## src/rtl/fir_sample_demux.sv

```systemverilog
// Routes one valid/ready sample stream to one of NUM_OUT registered output lanes,
// by explicit select or round-robin. Optional drop counter: FIR_DEMUX_DROP_CNT_EN.
module fir_sample_demux #(
  parameter int unsigned WIDTH   = 8,
  parameter int unsigned NUM_OUT = 3,
  parameter int unsigned SEL_W   = 2
) (
  input  logic                     clk,
  input  logic                     rst_n,
  input  logic [WIDTH-1:0]         in_data,
  input  logic                     in_valid,
  output logic                     in_ready,
  input  logic [SEL_W-1:0]         in_sel,
  input  logic                     rr_mode,
  output logic [NUM_OUT*WIDTH-1:0] out_data,
  output logic [NUM_OUT-1:0]       out_valid,
  input  logic [NUM_OUT-1:0]       out_ready,
  output logic [SEL_W-1:0]         rr_ptr,
  output logic                     err_sel,
  output logic [7:0]               drop_cnt
);

  typedef enum logic {StEmpty, StFull} lane_state_e;

  lane_state_e      r_state     [NUM_OUT];
  lane_state_e      w_state_nxt [NUM_OUT];
  logic [WIDTH-1:0] r_data      [NUM_OUT];
  logic [SEL_W-1:0] w_tgt;
  logic [SEL_W-1:0] r_rr_ptr;
  logic [SEL_W-1:0] w_rr_ptr_nxt;
  logic             w_tgt_ok;
  logic             w_in_ready;
  logic             w_accept;
  logic [NUM_OUT-1:0] w_load;
  logic [NUM_OUT-1:0] w_full;
  logic             r_err_sel;

  always_comb begin
    w_tgt    = rr_mode ? r_rr_ptr : in_sel;
    w_tgt_ok = ({1'b0, w_tgt} < (SEL_W + 1)'(NUM_OUT));
  end

  // An out-of-range target matches no lane, so it is always ready and loads nothing.
  always_comb begin
    w_in_ready = 1'b1;
    w_load     = '0;
    w_full     = '0;
    for (int k = 0; k < NUM_OUT; k++) begin
      w_full[k] = (r_state[k] == StFull);
    end
    for (int k = 0; k < NUM_OUT; k++) begin
      if (w_tgt == SEL_W'(k)) begin
        w_in_ready = !w_full[k] || out_ready[k];
      end
    end
    w_accept = in_valid && w_in_ready;
    for (int k = 0; k < NUM_OUT; k++) begin
      w_load[k] = w_accept && (w_tgt == SEL_W'(k));
    end
  end

  // Lane FSM: state register
  always_ff @(posedge clk or negedge rst_n) begin
    if (!rst_n) begin
      for (int k = 0; k < NUM_OUT; k++) r_state[k] <= StEmpty;
    end else begin
      for (int k = 0; k < NUM_OUT; k++) r_state[k] <= w_state_nxt[k];
    end
  end

  // Lane FSM: next state
  always_comb begin
    for (int k = 0; k < NUM_OUT; k++) begin
      w_state_nxt[k] = r_state[k];
      unique case (r_state[k])
        StEmpty: w_state_nxt[k] = w_load[k] ? StFull : StEmpty;
        StFull:  w_state_nxt[k] = (out_ready[k] && !w_load[k]) ? StEmpty : StFull;
        default: w_state_nxt[k] = StEmpty;
      endcase
    end
  end

  // Lane FSM: outputs
  always_comb begin
    out_data  = '0;
    out_valid = '0;
    for (int k = 0; k < NUM_OUT; k++) begin
      out_valid[k]               = w_full[k];
      out_data[k*WIDTH +: WIDTH] = r_data[k];
    end
  end

  always_ff @(posedge clk or negedge rst_n) begin
    if (!rst_n) begin
      for (int k = 0; k < NUM_OUT; k++) r_data[k] <= '0;
    end else begin
      for (int k = 0; k < NUM_OUT; k++) begin
        if (w_load[k]) r_data[k] <= in_data;
      end
    end
  end

  always_comb begin
    w_rr_ptr_nxt = r_rr_ptr;
    if (w_accept && rr_mode) begin
      w_rr_ptr_nxt = (r_rr_ptr == SEL_W'(NUM_OUT - 1)) ? '0 : r_rr_ptr + SEL_W'(1);
    end
  end

  always_ff @(posedge clk or negedge rst_n) begin
    if (!rst_n) begin
      r_rr_ptr  <= '0;
      r_err_sel <= 1'b0;
    end else begin
      r_rr_ptr  <= w_rr_ptr_nxt;
      r_err_sel <= w_accept && !w_tgt_ok;
    end
  end

`ifdef FIR_DEMUX_DROP_CNT_EN
  logic [7:0] r_drop_cnt;

  always_ff @(posedge clk or negedge rst_n) begin
    if (!rst_n) begin
      r_drop_cnt <= 8'h00;
    end else if (w_accept && !w_tgt_ok && (r_drop_cnt != 8'hFF)) begin
      r_drop_cnt <= r_drop_cnt + 8'h01;
    end
  end

  assign drop_cnt = r_drop_cnt;
`else
  assign drop_cnt = 8'h00;
`endif

  assign in_ready = w_in_ready;
  assign rr_ptr   = r_rr_ptr;
  assign err_sel  = r_err_sel;

endmodule

```

## config.mk

```make
export PLATFORM = sky130hd
export DESIGN_NAME = fir_sample_demux
export DESIGN_NICKNAME = d
export VERILOG_FILES = /design/src/rtl/fir_sample_demux.sv
export SDC_FILE = /design/constraint.sdc
export NUM_CORES = 1
export LEC_CHECK = 0
export ABC_AREA = 1
export CAP_MARGIN = 20
export CORE_MARGIN = 8
export CORE_UTILIZATION = 50
export CTS_BUF_LIST = sky130_fd_sc_hd__clkbuf_16
export CTS_CLUSTER_SIZE = 12
export DETAILED_ROUTE_END_ITERATION = 10
export DONT_BUFFER_PORTS = 1
export PLACE_DENSITY = 0.67
export SLEW_MARGIN = 20
export SYNTH_ARGS = -nofsm -noshare
export SYNTH_HDL_FRONTEND = slang
export SYNTH_SLANG_ARGS = --single-unit
export TNS_END_PERCENT = 30
```

## constraint.sdc

```tcl
create_clock -name clk -period 3.6 [get_ports clk]
set_input_delay 0.72 -clock clk [delete_from_list [all_inputs] [get_ports clk]]
set_output_delay 0.72 -clock clk [all_outputs]
set_load 0.1 [all_outputs]
```

## Word-level counts from Yosys, hierarchy flattened

Index checks and enable logic that the tools add are counted.

| operators by class | value |
|---|---|
| bitwise logic cells | 3 |
| mux-type cells | 14 |
| add/sub/neg operators | 1 |
| reduce and logical (&&, ||, !) cells | 20 |
| eq/ne operators | 3 |
| order comparisons | 1 |

Operators with widths:

| cell | number |
|---|---|
| $logic_and A1 B1 Y1 | 9 |
| $mux W1 | 9 |
| $logic_not A1 Y1 | 7 |
| $pmux W1 S2 | 3 |
| $eq A2 B2 Y1 const B | 2 |
| $mux W2 | 2 |
| $logic_or A1 B1 Y1 | 3 |
| $not A1 Y1 | 3 |
| $add A2 B1 Y2 const B | 1 |
| $eq A2 B1 Y1 const B | 1 |
| $logic_not A2 Y1 | 1 |
| $lt A2 B2 Y1 const B | 1 |

| storage, ports and cells | value |
|---|---|
| bits of input ports | 17 |
| register bits after elaboration | 30 |
| output and inout bits | 39 |

## Longest topological paths before layout

Gate-level depths: netlist (run 1).

| logic depth | value |
|---|---|
| depth in word-level cells | 11 |
| mapped depth | 10 |

## Worst setup path after synthesis (run 1)

No wires, ideal clock.

| timing | value |
|---|---|
| path type | register to output |
| from | reg r_rr_ptr[0], in the netlist rr_ptr[0] |
| to | out in_ready |
| setup slack | 1.013 ns |
| stages on the path, launching flop included | 8 |
| arrival | 1.867 ns |
| data required time | 2.880 ns |
| cells stage by stage | dfrtp_1 inv_1 nand2_1 nand2_1 nand2_1 nor2_2 nor2_4 buf_4 |

| between the ends | value |
|---|---|
| cells in the longest elaborated chain, start to end | 5 |
| elaborated cells between the ends (all ways) | 7 |
| classes of those cells | eq/ne (2); mux (4); reduce/logical (1) |

Ends and longest elaborated chain:

| element | RTL line | text |
|---|---|---|
| start, declared | 29 | `logic [SEL_W-1:0] r_rr_ptr;` |
| start signal, assigned | 115 | `r_rr_ptr <= w_rr_ptr_nxt;` |
| $mux W2 * | 39 | `w_tgt = rr_mode ? r_rr_ptr : in_sel;` |
| $logic_not A2 Y1 | 52 | `if (w_tgt == SEL_W'(k)) begin` |
| $mux W1 (2 in series) | 52 |  |
| $mux W1 * | 52 |  |
| end, declared | 12 | `output logic in_ready,` |

Every way passes the cells marked *; elsewhere a longest branch is shown, timed or not.

## Worst setup path in the final report (run 1)

| timing | value |
|---|---|
| from | reg r_rr_ptr[1], in the netlist rr_ptr[1] |
| to | out in_ready |

The elaborated chain is that of the path after synthesis.

==> results of run 1 <==
[critical path, cell delays in order, from the launching register on]
cell	delay (ns)
dfrtp_1	0.31
buf_4	0.30
inv_1	0.08
nand2_1	0.10
nand2_2	0.09
nand2_1	0.10
nor2_2	0.05
nor2_4	0.54
[final cells by class]
class	instances	area share [%]
Clock buffer	5	7.96
Clock inverter	3	0.796
Inverter	10	2.39
Multi-Input combinational cell	119	35.8
Sequential cell	30	47.7
Tap cell	31	2.47
Timing Repair Buffer	6	2.86
[registers in the layout (all words and copies together) (netlist names)]
name,cells
rr_ptr,2
out_valid,3
err_sel,1
out_data,24
[synthesized netlist by cell type (all sizes together)]
cell type | count | area (um^2)
buf | 12 | 91.3
clkbuf | 2 | 7.51
clkinv | 1 | 3.75
conb | 1 | 3.75
dfrtp | 30 | 751
inv | 9 | 33.8
nand2 | 68 | 258
nand3 | 7 | 57.6
nand4 | 26 | 163
nor2 | 8 | 45.0
o21ai | 2 | 10.0
[metrics by stage]
stage	hold slack (ns)	utilization, %	setup WS, ns	instance area, um^2	cells
after floorplan	0.424	-	1.01	1450	173
after global placement	0.425	52.5	1.10	1440	196
after detailed placement	0.425	52.5	1.00	1440	196
after CTS	0.136	57.5	1.02	1570	204
after global routing	0.135	57.5	0.827	1570	204
final	0.138	57.5	1.03	1570	204
[routing by layer]
layer  part of all wire [%]  vias to the layer above  global-route usage [%]
li1                       -                      543                       -
met3                     12                        7                    8.15
met2                     47                       45                    22.6
met4                    1.9                        0                    6.83
met1                     39                      516                    15.1
met5                      0                        -                       0
[worst paths after layout]
path	from	to	cells past startpoint
max	rr_ptr[1]	in_ready	7
min	rst_n	out_data[23]	0
max reg2reg	rr_ptr[1]	out_data[8]	11
min reg2reg	rr_ptr[1]	rr_ptr[1]	3
max in group asynchronous	rst_n	out_data[3]	0
min in group clk	out_ready[2]	out_valid[2]	1
[cell families after synthesis]
group	share of synthesized area [%]
and+or+nand+nor	36.7
DFF	52.7
buffers and inverters	9.58
AOI/OAI and AO/OA	0.703
other	0.263
==> results.cfg, run 1 <==
[outcome]
status = finished clean

[synthesis]
synth_cell_types = 19
syn-mean-instance-area_um2 = 8.58
yosysWarnings = 0
syn_area_um2 = 1420
ys_seq_elements = 30
ys_seq_area_share_pct = 52.7
synthCells = 166

[cells_and_area]
fin_nets = 189
mostFrequentLayoutCells = nand2_1, dfrtp_1, nand4_1
seq_area_um2 = 751
fill_cells = 250
final_common_cell = nand2_1
multi_input_area_um2 = 563
diodes = 0
area_growth_pct = 10.5
drive_gt1_share_pct = 12.1

[sta]
post-route-min-period_ns = 2.57
grt_setup_unrepaired = no
setup_tns_ns = 0
max_slew_margin_pct = 39.0
setup_violations = 0
hold_viol_final = 0
skew_ns = 0.00476
finalCritPeriodShare_pct = 71.5
max_freq_mhz = 388
tightest_slew_ns = 0.915
slew_violations = 0

[grt]
grt_max_degree = 32
antenna_found_initial = 0
grt_usage_pct = 14.4
grt_pass1_wl_mm = 5.54
grt_overflow = 0
grt_pass1_vias = 1098

[setup_path]
cp.required_ns = 2.88
ff2ff_setup_slack_ns = 1.03
crit_path_max_fanout = 5
worstPathArrival_ns = 1.85
worstSetupEndpointType = primary output
worst-setup-path-type = reg2out
cp-start-kind = register

[placement]
gp_congestion = 0.804
io_buffer_count = 0
post-dp-hpwl_mm = 2.63

[floorplanning]
io_pins = 56
dieHeight_um = 69.4
die_w_um = 69.4
start_util_pct = 52.1
coreArea_um2 = 2730
row_count = 19
dieArea_um2 = 4810

[drt]
vias = 1111
ant_nets = 0
drc = 0
wl_mm = 3.43
dr.first_iter.drc_count = 106
via_per_inst = 5.45
detail_route.wl_per_cell_um = 16.8
first_pass_iters = 4

[cts]
cts.path.max_buffers = 2
insertion_delay_ns = 0.27
ctsRootBufferMaster = clkbuf_16
cts_hold_buf = 0
cts_tree = yes
post_cts_buffers = 0
cts_num_sinks = 30
htree_levels = 2
clk_pin_slew_ns = 0.05
cts_buffers = 5
cts_resized = 0

[worst_hold_path]
hold_class = in2async

[flow_run]
cap_violations = 0
Power of run 1 is not shown: default switching activity piles up to over one toggle a cycle in this logic, so the estimate is an artifact.
==> run 2, diff against run 1 <==
--- a/config.mk
+++ b/config.mk
@@ -13,7 +13,7 @@
 export CTS_CLUSTER_SIZE = 12
 export DETAILED_ROUTE_END_ITERATION = 10
 export DONT_BUFFER_PORTS = 1
-export PLACE_DENSITY = 0.67
+export PLACE_DENSITY = 0.7
 export SLEW_MARGIN = 20
 export SYNTH_ARGS = -nofsm -noshare
 export SYNTH_HDL_FRONTEND = slang
==> constraint.sdc (replaced) <==
create_clock -name clk -period 2.3 [get_ports clk]
set_input_delay 0.46 -clock clk [delete_from_list [all_inputs] [get_ports clk]]
set_output_delay 0.46 -clock clk [all_outputs]
set_load 0.1 [all_outputs]
==> results.cfg, run 2 (synthesis gave the netlist of run 1 again) <==
[grt]
grt_overflow = 0
grt_pass1_wl_mm = 6.02
grt_usage_pct = 15.7
antenna_found_initial = 0
grt_max_degree = 32
grt_pass1_vias = 1245

[placement]
io_buffer_count = 0
placed_cells_incl_taps = 221
post-dp-hpwl_mm = 2.75
gp_congestion = 0.886
dpl-instance-area_um2 = 1640

[sta]
setup_violations = 0
max_freq_mhz = 517
skew_ns = 0.00315
setup_tns_ns = 0
post-route-min-period_ns = 1.93
slew_violations = 0
finalCritPeriodShare_pct = 84.1
hold_viol_final = 0
grt_setup_unrepaired = no

[cts]
clk_pin_slew_ns = 0.05
htree_levels = 2
ctsRootBufferMaster = clkbuf_16
cts_buffers = 5
cts_tree = yes
cts.path.max_buffers = 2
cts_num_sinks = 30
insertion_delay_ns = 0.27

[floorplanning]
io_pins = 56
dieHeight_um = 69.4
start_util_pct = 52.1
die_w_um = 69.4
dieArea_um2 = 4810
coreArea_um2 = 2730
row_count = 19

[setup_path]
worstSetupEndpointType = primary output
worstPathArrival_ns = 1.47
crit_path_top_delay_cell = dfrtp_2
cp-start-kind = register
critPathTopFamily = simple AND/OR/NAND/NOR gates
crit_path_max_fanout = 28
crit_chain = inv_1 -> nand2_1 -> nand2_2 -> nand2_1 -> nor2_2 -> nor2_4 -> buf_12
slowest_delay_ns = 0.36
path_common_cell = nand2_1
cp.required_ns = 1.84
worst-setup-path-type = reg2out
critical_path_buf_inv_count = 2

[worst_hold_path]
hold_class = in2async

[cells_and_area]
multi_input_area_um2 = 563
seq_area_um2 = 753
diodes = 0
area_growth_pct = 27.6
fin_area_um2 = 1820
largest_register_ffs = 24
mostFrequentLayoutCells = nand2_1, buf_4, dfrtp_1
fin_nets = 215
final_cells = 229
fill_cells = 218
drive_gt1_share_pct = 24.7
final_common_cell = nand2_1
utilization_pct = 66.5

[drt]
vias = 1263
drc = 0
dr.first_iter.drc_count = 111
ant_nets = 0
wl_mm = 3.64
via_per_inst = 5.52
first_pass_iters = 4
detail_route.wl_per_cell_um = 15.9

[outcome]
status = finished clean

[flow_run]
cap_violations = 0
==> run 2: changes by cell type in the layout (fill, tap and decap cells not counted) <==
cell and delta:
dfrtp_2 +2, bufinv_16 +1, buf_12 +2, buf_4 +24, clkinv_2 -1, dfrtp_1 -2
inv_1 -1
==> run 2: per-stage QoR <==
step	setup slack (ns)	hold WS [ns]
4_1_cts	0.371	0.00778
2_1_floorplan	0.233	0.164
6_report	0.365	0.0115
3_5_place_dp	0.542	0.165
5_1_grt	0.268	0.0135
3_3_place_gp	0.618	0.165
==> run 2: repair_timing <==
item | CTS | global route
resized for setup | 0 | 0
buffers inserted | 0 | 0
hold buffers | 1 | 0
endpoints found under the hold margin | 30 | 0
==> run 2: area by class of cell <==
class,count,area share (%)
flip-flops and latches,30,41.5
inverters,10,2.07
well taps,31,2.13
clock buffers,5,6.89
clock inverters,2,1.86
multi-input cells,119,31.0
repair buffers,32,14.6
==> run 2: final timing paths <==
check                             start      endpoint  slack [ns]  cells past startpoint
hold reg to reg            out_data[16]  out_data[16]        0.47                      2
min in group clk           out_ready[1]  out_valid[1]        0.28                      1
setup reg to reg              rr_ptr[1]  out_data[13]        0.59                     10
max in group asynchronous         rst_n     rr_ptr[0]        2.12                      1
hold / removal                    rst_n   out_data[3]        0.01                      1
setup / recovery              rr_ptr[1]      in_ready        0.37                      7
==> run 2: layer usage <==
metal / global-route usage [%] / vias up / share of wire (%) / wire (um)
met2: 23.2 / 57 / 45 / 1640
met1: 16.6 / 604 / 39 / 1430
met5: 0 / - / 0 / 0
li1: - / 593 / - / -
met3: 10.3 / 9 / 13 / 484
met4: 8.43 / 0 / 2.2 / 79
Power of run 2 is left out for the same reason.
